==> config.mk <==
export PLATFORM = sky130hd
export DESIGN_NAME = multicycle_ctrl
export DESIGN_NICKNAME = d
export VERILOG_FILES = /design/src/rtl/multicycle_ctrl.sv
export SDC_FILE = /design/constraint.sdc
export NUM_CORES = 1
export LEC_CHECK = 0
export CORE_ASPECT_RATIO = 1.2
export CORE_MARGIN = 1
export CORE_UTILIZATION = 48
export CTS_BUF_LIST = sky130_fd_sc_hd__clkbuf_4 sky130_fd_sc_hd__clkbuf_8 sky130_fd_sc_hd__clkbuf_16
export CTS_CLUSTER_SIZE = 30
export DETAILED_ROUTE_END_ITERATION = 10
export PLACE_DENSITY = 0.79
export SETUP_SLACK_MARGIN = 0.2
export SYNTH_ARGS = -nofsm -noshare
export SYNTH_HDL_FRONTEND = slang
export SYNTH_SLANG_ARGS = --single-unit
==> constraint.sdc <==
create_clock -name clk -period 2.1 [get_ports clk]
set_clock_uncertainty 0.2 [all_clocks]
set_input_delay 0.42 -clock clk [delete_from_list [all_inputs] [get_ports clk]]
set_output_delay 0.42 -clock clk [all_outputs]
set_load 0.05 [all_outputs]
==> src/rtl/multicycle_ctrl.sv <==
// Control FSM for a multicycle RV32I datapath: fetch, decode, execute, memory and write-back sequencing.
// Optional build macro ILLEGAL_OPCODE_TRAP_EN: non-RV32I opcodes halt instead of retiring as a NOP.
module multicycle_ctrl #(
    parameter int TIMEOUT_W = 8
) (
    input  logic       clk,
    input  logic       rst_n,
    input  logic [6:0] opcode,
    input  logic       branch_taken,
    input  logic       mem_ready,
    output logic       mem_req,
    output logic       mem_we,
    output logic       ir_we,
    output logic       pc_we,
    output logic [1:0] pc_sel,
    output logic       reg_we,
    output logic [1:0] wb_sel,
    output logic       alu_src_a,
    output logic       alu_src_b,
    output logic       instret,
    output logic       halted,
    output logic       bus_err
);

    localparam logic [2:0] IDLE   = 3'd0;
    localparam logic [2:0] FETCH  = 3'd1;
    localparam logic [2:0] DECODE = 3'd2;
    localparam logic [2:0] EXEC   = 3'd3;
    localparam logic [2:0] MEM    = 3'd4;
    localparam logic [2:0] WB     = 3'd5;
    localparam logic [2:0] HALT   = 3'd6;

    localparam logic [6:0] OPC_LUI    = 7'b0110111;
    localparam logic [6:0] OPC_AUIPC  = 7'b0010111;
    localparam logic [6:0] OPC_JAL    = 7'b1101111;
    localparam logic [6:0] OPC_JALR   = 7'b1100111;
    localparam logic [6:0] OPC_BRANCH = 7'b1100011;
    localparam logic [6:0] OPC_LOAD   = 7'b0000011;
    localparam logic [6:0] OPC_STORE  = 7'b0100011;
    localparam logic [6:0] OPC_OPIMM  = 7'b0010011;
    localparam logic [6:0] OPC_OP     = 7'b0110011;

    // Last counter value at which a still-pending access is allowed one more try.
    localparam logic [TIMEOUT_W-1:0] WAIT_LAST = TIMEOUT_W'((1 << TIMEOUT_W) - 2);

    logic [2:0]           state;
    logic [2:0]           state_nxt;
    logic [TIMEOUT_W-1:0] wait_cnt;
    logic                 bus_err_q;

    logic is_lui, is_auipc, is_jal, is_jalr, is_branch;
    logic is_load, is_store, is_opimm, is_op, is_legal, is_wb_op;
    logic op_sel_a, op_sel_b;
    logic mem_wait, timeout;

    logic       mem_req_c, mem_we_c, ir_we_c, pc_we_c, reg_we_c;
    logic       alu_src_a_c, alu_src_b_c, halted_c;
    logic [1:0] pc_sel_c, wb_sel_c;

    assign is_lui    = (opcode == OPC_LUI);
    assign is_auipc  = (opcode == OPC_AUIPC);
    assign is_jal    = (opcode == OPC_JAL);
    assign is_jalr   = (opcode == OPC_JALR);
    assign is_branch = (opcode == OPC_BRANCH);
    assign is_load   = (opcode == OPC_LOAD);
    assign is_store  = (opcode == OPC_STORE);
    assign is_opimm  = (opcode == OPC_OPIMM);
    assign is_op     = (opcode == OPC_OP);

    assign is_wb_op = is_op | is_opimm | is_lui | is_auipc | is_jal | is_jalr;
    assign is_legal = is_wb_op | is_branch | is_load | is_store;

    // Operand selects are set in EXEC and held through MEM/WB so the ALU result stays valid.
    assign op_sel_a = is_auipc;
    assign op_sel_b = is_opimm | is_load | is_store | is_jalr;

    assign mem_req_c = (state == FETCH) || (state == MEM);
    assign mem_wait  = mem_req_c && !mem_ready;
    assign timeout   = mem_wait && (wait_cnt == WAIT_LAST);

    always_comb begin
        state_nxt = state;
        case (state)
            IDLE:   state_nxt = FETCH;
            FETCH: begin
                if (mem_ready)    state_nxt = DECODE;
                else if (timeout) state_nxt = HALT;
            end
            DECODE: state_nxt = EXEC;
            EXEC: begin
                if (is_load || is_store) state_nxt = MEM;
                else if (is_wb_op)       state_nxt = WB;
                else if (is_branch)      state_nxt = FETCH;
                else begin
`ifdef ILLEGAL_OPCODE_TRAP_EN
                    state_nxt = HALT;
`else
                    state_nxt = FETCH;
`endif
                end
            end
            MEM: begin
                if (mem_ready)    state_nxt = is_store ? FETCH : WB;
                else if (timeout) state_nxt = HALT;
            end
            WB:     state_nxt = FETCH;
            HALT:   state_nxt = HALT;
            default: state_nxt = IDLE;
        endcase
    end

    // The wait counter restarts on every state change, so each access starts counting from zero.
    always_ff @(posedge clk) begin
        if (!rst_n) begin
            state     <= IDLE;
            wait_cnt  <= '0;
            bus_err_q <= 1'b0;
        end else begin
            state <= state_nxt;
            if (state_nxt != state)
                wait_cnt <= '0;
            else if (mem_wait)
                wait_cnt <= wait_cnt + 1'b1;
            if (timeout)
                bus_err_q <= 1'b1;
        end
    end

    always_comb begin
        mem_we_c    = 1'b0;
        ir_we_c     = 1'b0;
        pc_we_c     = 1'b0;
        pc_sel_c    = 2'b00;
        reg_we_c    = 1'b0;
        wb_sel_c    = 2'b00;
        alu_src_a_c = 1'b0;
        alu_src_b_c = 1'b0;
        halted_c    = 1'b0;
        case (state)
            FETCH: ir_we_c = mem_ready;
            EXEC: begin
                alu_src_a_c = op_sel_a;
                alu_src_b_c = op_sel_b;
                if (is_branch) begin
                    pc_we_c  = 1'b1;
                    pc_sel_c = branch_taken ? 2'b01 : 2'b00;
                end else if (!is_legal) begin
`ifdef ILLEGAL_OPCODE_TRAP_EN
                    pc_we_c = 1'b0;
`else
                    pc_we_c = 1'b1;
`endif
                end
            end
            MEM: begin
                mem_we_c    = is_store;
                alu_src_b_c = 1'b1;
                pc_we_c     = is_store && mem_ready;
            end
            WB: begin
                reg_we_c    = 1'b1;
                pc_we_c     = 1'b1;
                alu_src_a_c = op_sel_a;
                alu_src_b_c = op_sel_b;
                if (is_load)                wb_sel_c = 2'b01;
                else if (is_jal || is_jalr) wb_sel_c = 2'b10;
                else if (is_lui)            wb_sel_c = 2'b11;
                if (is_jal)       pc_sel_c = 2'b01;
                else if (is_jalr) pc_sel_c = 2'b10;
            end
            HALT:    halted_c = 1'b1;
            default: ;
        endcase
    end

    // Gating with rst_n keeps every output quiet for the whole reset window, not just after the edge.
    assign mem_req   = rst_n & mem_req_c;
    assign mem_we    = rst_n & mem_we_c;
    assign ir_we     = rst_n & ir_we_c;
    assign pc_we     = rst_n & pc_we_c;
    assign instret   = rst_n & pc_we_c;
    assign pc_sel    = {2{rst_n}} & pc_sel_c;
    assign reg_we    = rst_n & reg_we_c;
    assign wb_sel    = {2{rst_n}} & wb_sel_c;
    assign alu_src_a = rst_n & alu_src_a_c;
    assign alu_src_b = rst_n & alu_src_b_c;
    assign halted    = rst_n & halted_c;
    assign bus_err   = rst_n & bus_err_q;

endmodule

==> summary by stage, run 1 <==
Yosys
The commonest cells after synthesis are 12 x sky130_fd_sc_hd__dfxtp_1, 12 x sky130_fd_sc_hd__nor2_1, 9 x sky130_fd_sc_hd__nand2_1. Summing the areas of all fa, ha and maj instances in the mapped netlist gives 2.59% of the synthesized area. After synthesis, the largest area contributor takes up 24.9% of total cell area.

The synthesized netlist devotes 21.5% of its cell area to compound gates. The number of nets in the synthesized netlist is 138. The proportion of synthesized chip area in sequential cells is 24.9%.

The register bit count reported by yosys is 12. The synthesized netlist devotes 7.26% of its cell area to XOR and XNOR gates. For this run, the number of Yosys warnings is 0.

Multiplexer cells account for 0% of the synthesized area. The async set-reset flop share out of synthesis is 0%. Counting flops with a built-in enable in the synthesized netlist gives 0. Summing the areas of all and, or, nand and nor instances in the mapped netlist gives 36.8% of the synthesized area. The netlist uses 44 different library cells. After synthesis the cells add up to 965 um2. The most used flip-flop cell after synthesis is sky130_fd_sc_hd__dfxtp_1.

The post-synthesis instance total is 125. Sorting the synthesized cells by area gives the leading types as sky130_fd_sc_hd__dfxtp_1 25%, sky130_fd_sc_hd__nor2_1 4.7%, sky130_fd_sc_hd__xor2_1 4.5%, sky130_fd_sc_hd__nand4_1 3.9%, sky130_fd_sc_hd__nand2_1 3.5%. A synthesized cell averages 7.72 um2. The dominant combinational cell family by area after synthesis is simple AND/OR/NAND/NOR gates. Of all cell types, the one taking the most synthesized area is sky130_fd_sc_hd__dfxtp_1.

CTS
The number of buffers inserted during clock tree synthesis is 3. No sink is reached through more buffers than the 2 on the longest clock path. Post-CTS repair changed the size of 70 cells. After clock tree synthesis, the setup repair step added 18 buffers.

The clock tree root driver cell is sky130_fd_sc_hd__clkbuf_4. The number of hold buffers added after CTS was 0. In this run the number of H-tree levels came out at 1. For this design, the sink count on the clock tree is 12.

Floorplan
The count of standard-cell rows is 17. From bottom edge to top edge, the die measures 51.1 um. The floorplan step set the die width to 42.9 um. For this configuration, the core starts out at a cell density of 51.5%. 25 I/O pins were placed.

Outcome
Progress stopped at clock tree synthesis (4_1_cts). The tool reported: "[ERROR DPL-0033] detailed placement checks failed during check placement". The run stopped with a tool error.

Place
The total placed cells including tap cells is 176. The detailed-placement wirelength estimate is 2.39 mm. The congestion estimate from routability-driven global placement came to 0.872. The number of port buffers is 24.
-- through the flow --
stage / util (%) / hold slack [ns] / setup slack [ns] / instance area (um2)
3_5_place_dp: 84.6 / 0.254 / -0.565 / 1580
2_1_floorplan: - / 0.232 / -0.0506 / 1130
3_3_place_gp: 84.6 / 0.242 / -0.487 / 1580
-- logic make-up after synthesis --
kind of cell / after synthesis
compound gates: 26
xor+xnor: 8
fa+ha+maj: 2
buf+inv: 15
flops: 12
simple gates: 62
==> run 2: changes to the inputs <==
CORE_AREA = 2 2 63 65   (was unset)
CORE_ASPECT_RATIO = unset   (was 1.2)
CORE_MARGIN = unset   (was 1)
CORE_UTILIZATION = unset   (was 48)
CTS_BUF_LIST = unset   (was sky130_fd_sc_hd__clkbuf_4 sky130_fd_sc_hd__clkbuf_8 sky130_fd_sc_hd__clkbuf_16)
CTS_CLUSTER_SIZE = unset   (was 30)
DIE_AREA = 0 0 65 67   (was unset)
PLACE_DENSITY = unset   (was 0.79)
PLACE_DENSITY_LB_ADDON = 0.15   (was unset)
SETUP_SLACK_MARGIN = unset   (was 0.2)
==> run 2 against run 1 <==
  * The flow now finishes, with violations (setup timing)
  * Synthesized cell count is the same
  * Synthesized area did not move
==> summary by stage, run 2 <==
Drt
The detailed-router iteration count before antenna repair is 4. In this run the remaining antenna-violating nets after routing total 0. The routed design has 2.97 mm of wire. In this run, the number of DRC markers left after iteration 0 of detailed routing was 36.

In the final routed layout, each cell accounts on average for 13.1 um. In the routed design, unresolved DRC markers number 0. The total vias in the final route is 1139. Using the TritonRoute via totals, the vias-per-cell ratio works out to 5.02.

Outcome
The final reports fail on setup timing. The run finished, with violations left.

CTS
The number of buffers inserted during clock tree synthesis is 3. The clock tree root driver cell is sky130_fd_sc_hd__clkbuf_8. The clock net in this run drives a total of 12 sinks.

CTS built an H-tree with a depth of 1. Buffers inserted to repair hold after CTS numbered 0. The clock passes through at most 2 buffers. TritonCTS built the clock tree. Clock latency on the worst-skew pair, taken at its later pin, is 0.24 ns. The clock transition at the registers of the reported paths is 0.05 ns.

Yosys
Summing every instance area after synthesis gives 965 um2. The parity-gate share of the synthesized area counting xor and xnor cells is 7.26%. Summing the areas of all compound-gate instances in the mapped netlist gives 21.5% of the synthesized area. The Yosys step of the flow raised 0 warnings. The biggest area contributor in the post-synthesis netlist is sky130_fd_sc_hd__dfxtp_1. When the netlist entered floorplanning its net count stood at 138. The proportion of netlist area held by the largest area contributor is 24.9%.

In the synthesized netlist, the cells that appear most often are 12 x sky130_fd_sc_hd__dfxtp_1, 12 x sky130_fd_sc_hd__nor2_1, 9 x sky130_fd_sc_hd__nand2_1. The adder-cell share of the synthesized area is 2.59%. By area, the combinational part of the netlist is dominated by simple AND/OR/NAND/NOR gates.

Yosys mapped a number of flops with a built-in enable equal to 0. The synthesized netlist contains 44 unique library cells. Ranked by total cell area, the synthesized netlist is headed by sky130_fd_sc_hd__dfxtp_1 25%, sky130_fd_sc_hd__nor2_1 4.7%, sky130_fd_sc_hd__xor2_1 4.5%, sky130_fd_sc_hd__nand4_1 3.9%, sky130_fd_sc_hd__nand2_1 3.5%.

The proportion of synthesized chip area in sequential cells is 24.9%. For this run, asynchronously set or reset flops after synthesis account for 0%. The post-synthesis instance total is 125.

Of the total synthesized cell area, the portion taken by AND, OR, NAND and NOR gates is 36.8%. The register bit count reported by yosys is 12. The top flip-flop cell by instance count after synthesis is sky130_fd_sc_hd__dfxtp_1. The share of synthesized area spent on multiplexers is 0%. The post-synthesis area per instance is 7.72 um2.

Cells and area
After routing the design area is 0.00185 mm2. Leaving out fill and tap cells, the most frequent cells in the layout are 31 x sky130_fd_sc_hd__buf_4, 14 x sky130_fd_sc_hd__buf_12, 12 x sky130_fd_sc_hd__nor2_1. The largest registers in the layout are wait_cnt (8), state (3), bus_err_q (1).

The number of fill cells in the layout is 346. The area growth from synthesis to layout is 92.1%. Leaving out fill and tap cells, the most frequent cell in the layout is sky130_fd_sc_hd__buf_4. After the last flow step, the layout net total stands at 193. The total inserted antenna cells is 0. The post-route netlist has 52.0% of its cells at a drive strength greater than 1. The register containing the most flip-flops in the final layout is wait_cnt.

The register with the most flip-flops in the layout has 8 of them.

Global routing
The number of global-route vias before repair is 1073. The maximum number of pins on one net before global-route repair is 11. The total overflow left after global routing is 0.

The wire length of the first global-routing pass is 4.81 mm. The initial antenna violation count is 0. Global routing used 14.2% of the available tracks.

Setup path
The critical path in this run is classified as in2out. The slowest cell on the critical path is sky130_fd_sc_hd__and4b_1. The worst setup path is captured at a primary output. The required time at the worst-slack endpoint is 1.48 ns. The longest individual stage delay on the worst path is 0.26 ns. Among the stages of the critical path, the cell type that occurs most often is sky130_fd_sc_hd__and4b_1. The worst reg-to-reg setup slack is 0.26 ns. Walking the worst path, the cells encountered are buf_8 > and3b_1 > and4b_1 > buf_4 > and4b_1 > buf_12. The data arrival at the endpoint of the critical path is 1.54 ns.

The largest fanout of any net on the critical path is 3. The kind of launch point of the worst setup path is a primary input.

Place
The worst slack at placement is -0.502 ns. The weighted congestion at the end of routability-driven global placement is 0.794. The detailed-placement wirelength estimate is 2.16 mm.

Port buffering added 24 buffers. The placement-stage cell area is 0.00166 mm2.

Floorplan
The die outline area is 0.00436 mm2. The height of the die is 67 um. The count of standard-cell rows is 22. The core footprint is 0.00361 mm2. For this configuration, the core starts out at a cell density of 26.8%. 25 I/O pins were placed. In this run the horizontal extent of the chip is 65 um.

Timing
The worst setup margin is -0.0576 ns. For the finished layout, the period the worst path requires is 2.16 ns. The worst path uses 103% of the clock period.

The final setup violation count is 4. The final-report hold violation count was 0. For the pin with the worst max-slew slack, the measured transition is 0.337 ns. The number of max-slew violations in the final report is 0.

The worst max-slew margin expressed relative to the limit is 77.4%. Setup repair after global routing could not meet its margin everywhere. Derived from the worst setup path, the maximum achievable clock frequency is 0.463 GHz.

Power
The cell area power density is 362 mW/mm2. VDD sags by at most 0.000196 V. In this run the static leakage power is 0.719 nW.

Run
The count of max-cap constraint violations is 0.

Min path
The tightest min-delay check is of the reg2reg type.
-- run 2: cell counts after synthesis --
Identical to the previous run, type by type.
-- run 2: layout make-up --
cell class | instances | area (um2) | area share (%)
tap | 48 | 60.1 | 3.24
sequential | 12 | 249 | 13.4
timing repair buffer | 60 | 666 | 35.9
clock buffer | 4 | 55.1 | 2.97
inverter | 5 | 18.8 | 1.01
multi-input combinational | 98 | 805 | 43.4
-- run 2: worst paths after layout --
| check | depth (start not counted) | end | start |
|---|---|---|---|
| min | 1 | bus_err_q | bus_err_q |
| max reg2reg | 7 | wait_cnt[3] | state[0] |
| min reg2reg | 1 | bus_err_q | bus_err_q |
| max | 6 | mem_we | opcode[3] |
-- run 2: per-stage QoR --
step                setup TNS (ns)  power (mW)  instances  hold WS [ns]  util, %
floorplan                   -0.549       0.327        125         0.232        -
global placement             -7.36       0.402        217         0.241     45.9
detailed placement           -7.94       0.404        217         0.249     45.9
CTS                         -0.118       0.667        223         0.261     49.4
global route                -0.363       0.712        227         0.290     51.4
finish                      -0.169       0.671        227         0.255     51.4
-- run 2: power breakdown --
group	switching [mW]	internal [mW]
Combinational	0.0917	0.0959
Sequential	0.00700	0.231
Clock	0.0797	0.165
Total	0.178	0.492
-- run 2: timing repair --
action / 4_1_cts / 5_1_grt
pin swaps: 10 / 9
buffers inserted: 2 / 4
gates resized for setup: 55 / 14
endpoints found under the setup margin: 23 / 9
-- run 2: kinds of logic (layout without fill, tap and decap cells) --
| logic type | Yosys count | after routing |
|---|---|---|
| AOI/OAI and AO/OA | 26 | 26 |
| xor gates and xnor gates | 8 | 8 |
| adders and majority gates | 2 | 2 |
| buffers and inverters | 15 | 69 |
| DFF | 12 | 12 |
| and+or+nand+nor | 62 | 62 |
-- run 2: per-layer routing --
metal  vias up  part of all wire (%)  global-route usage (%)
met4         0                  0.67                    4.52
met1       538                    44                    17.9
met2        26                    52                    24.2
met5         -                     0                       0
li1        573                     -                       -
met3         2                   3.7                    2.87
-- run 2: critical path, delay by kind of cell --
kind                   cells  cell delay [ns]
AND/OR/NAND/NOR            3             0.73
buffers and inverters      3             0.39
No activity file was read; power rests on OpenSTA's default activity.
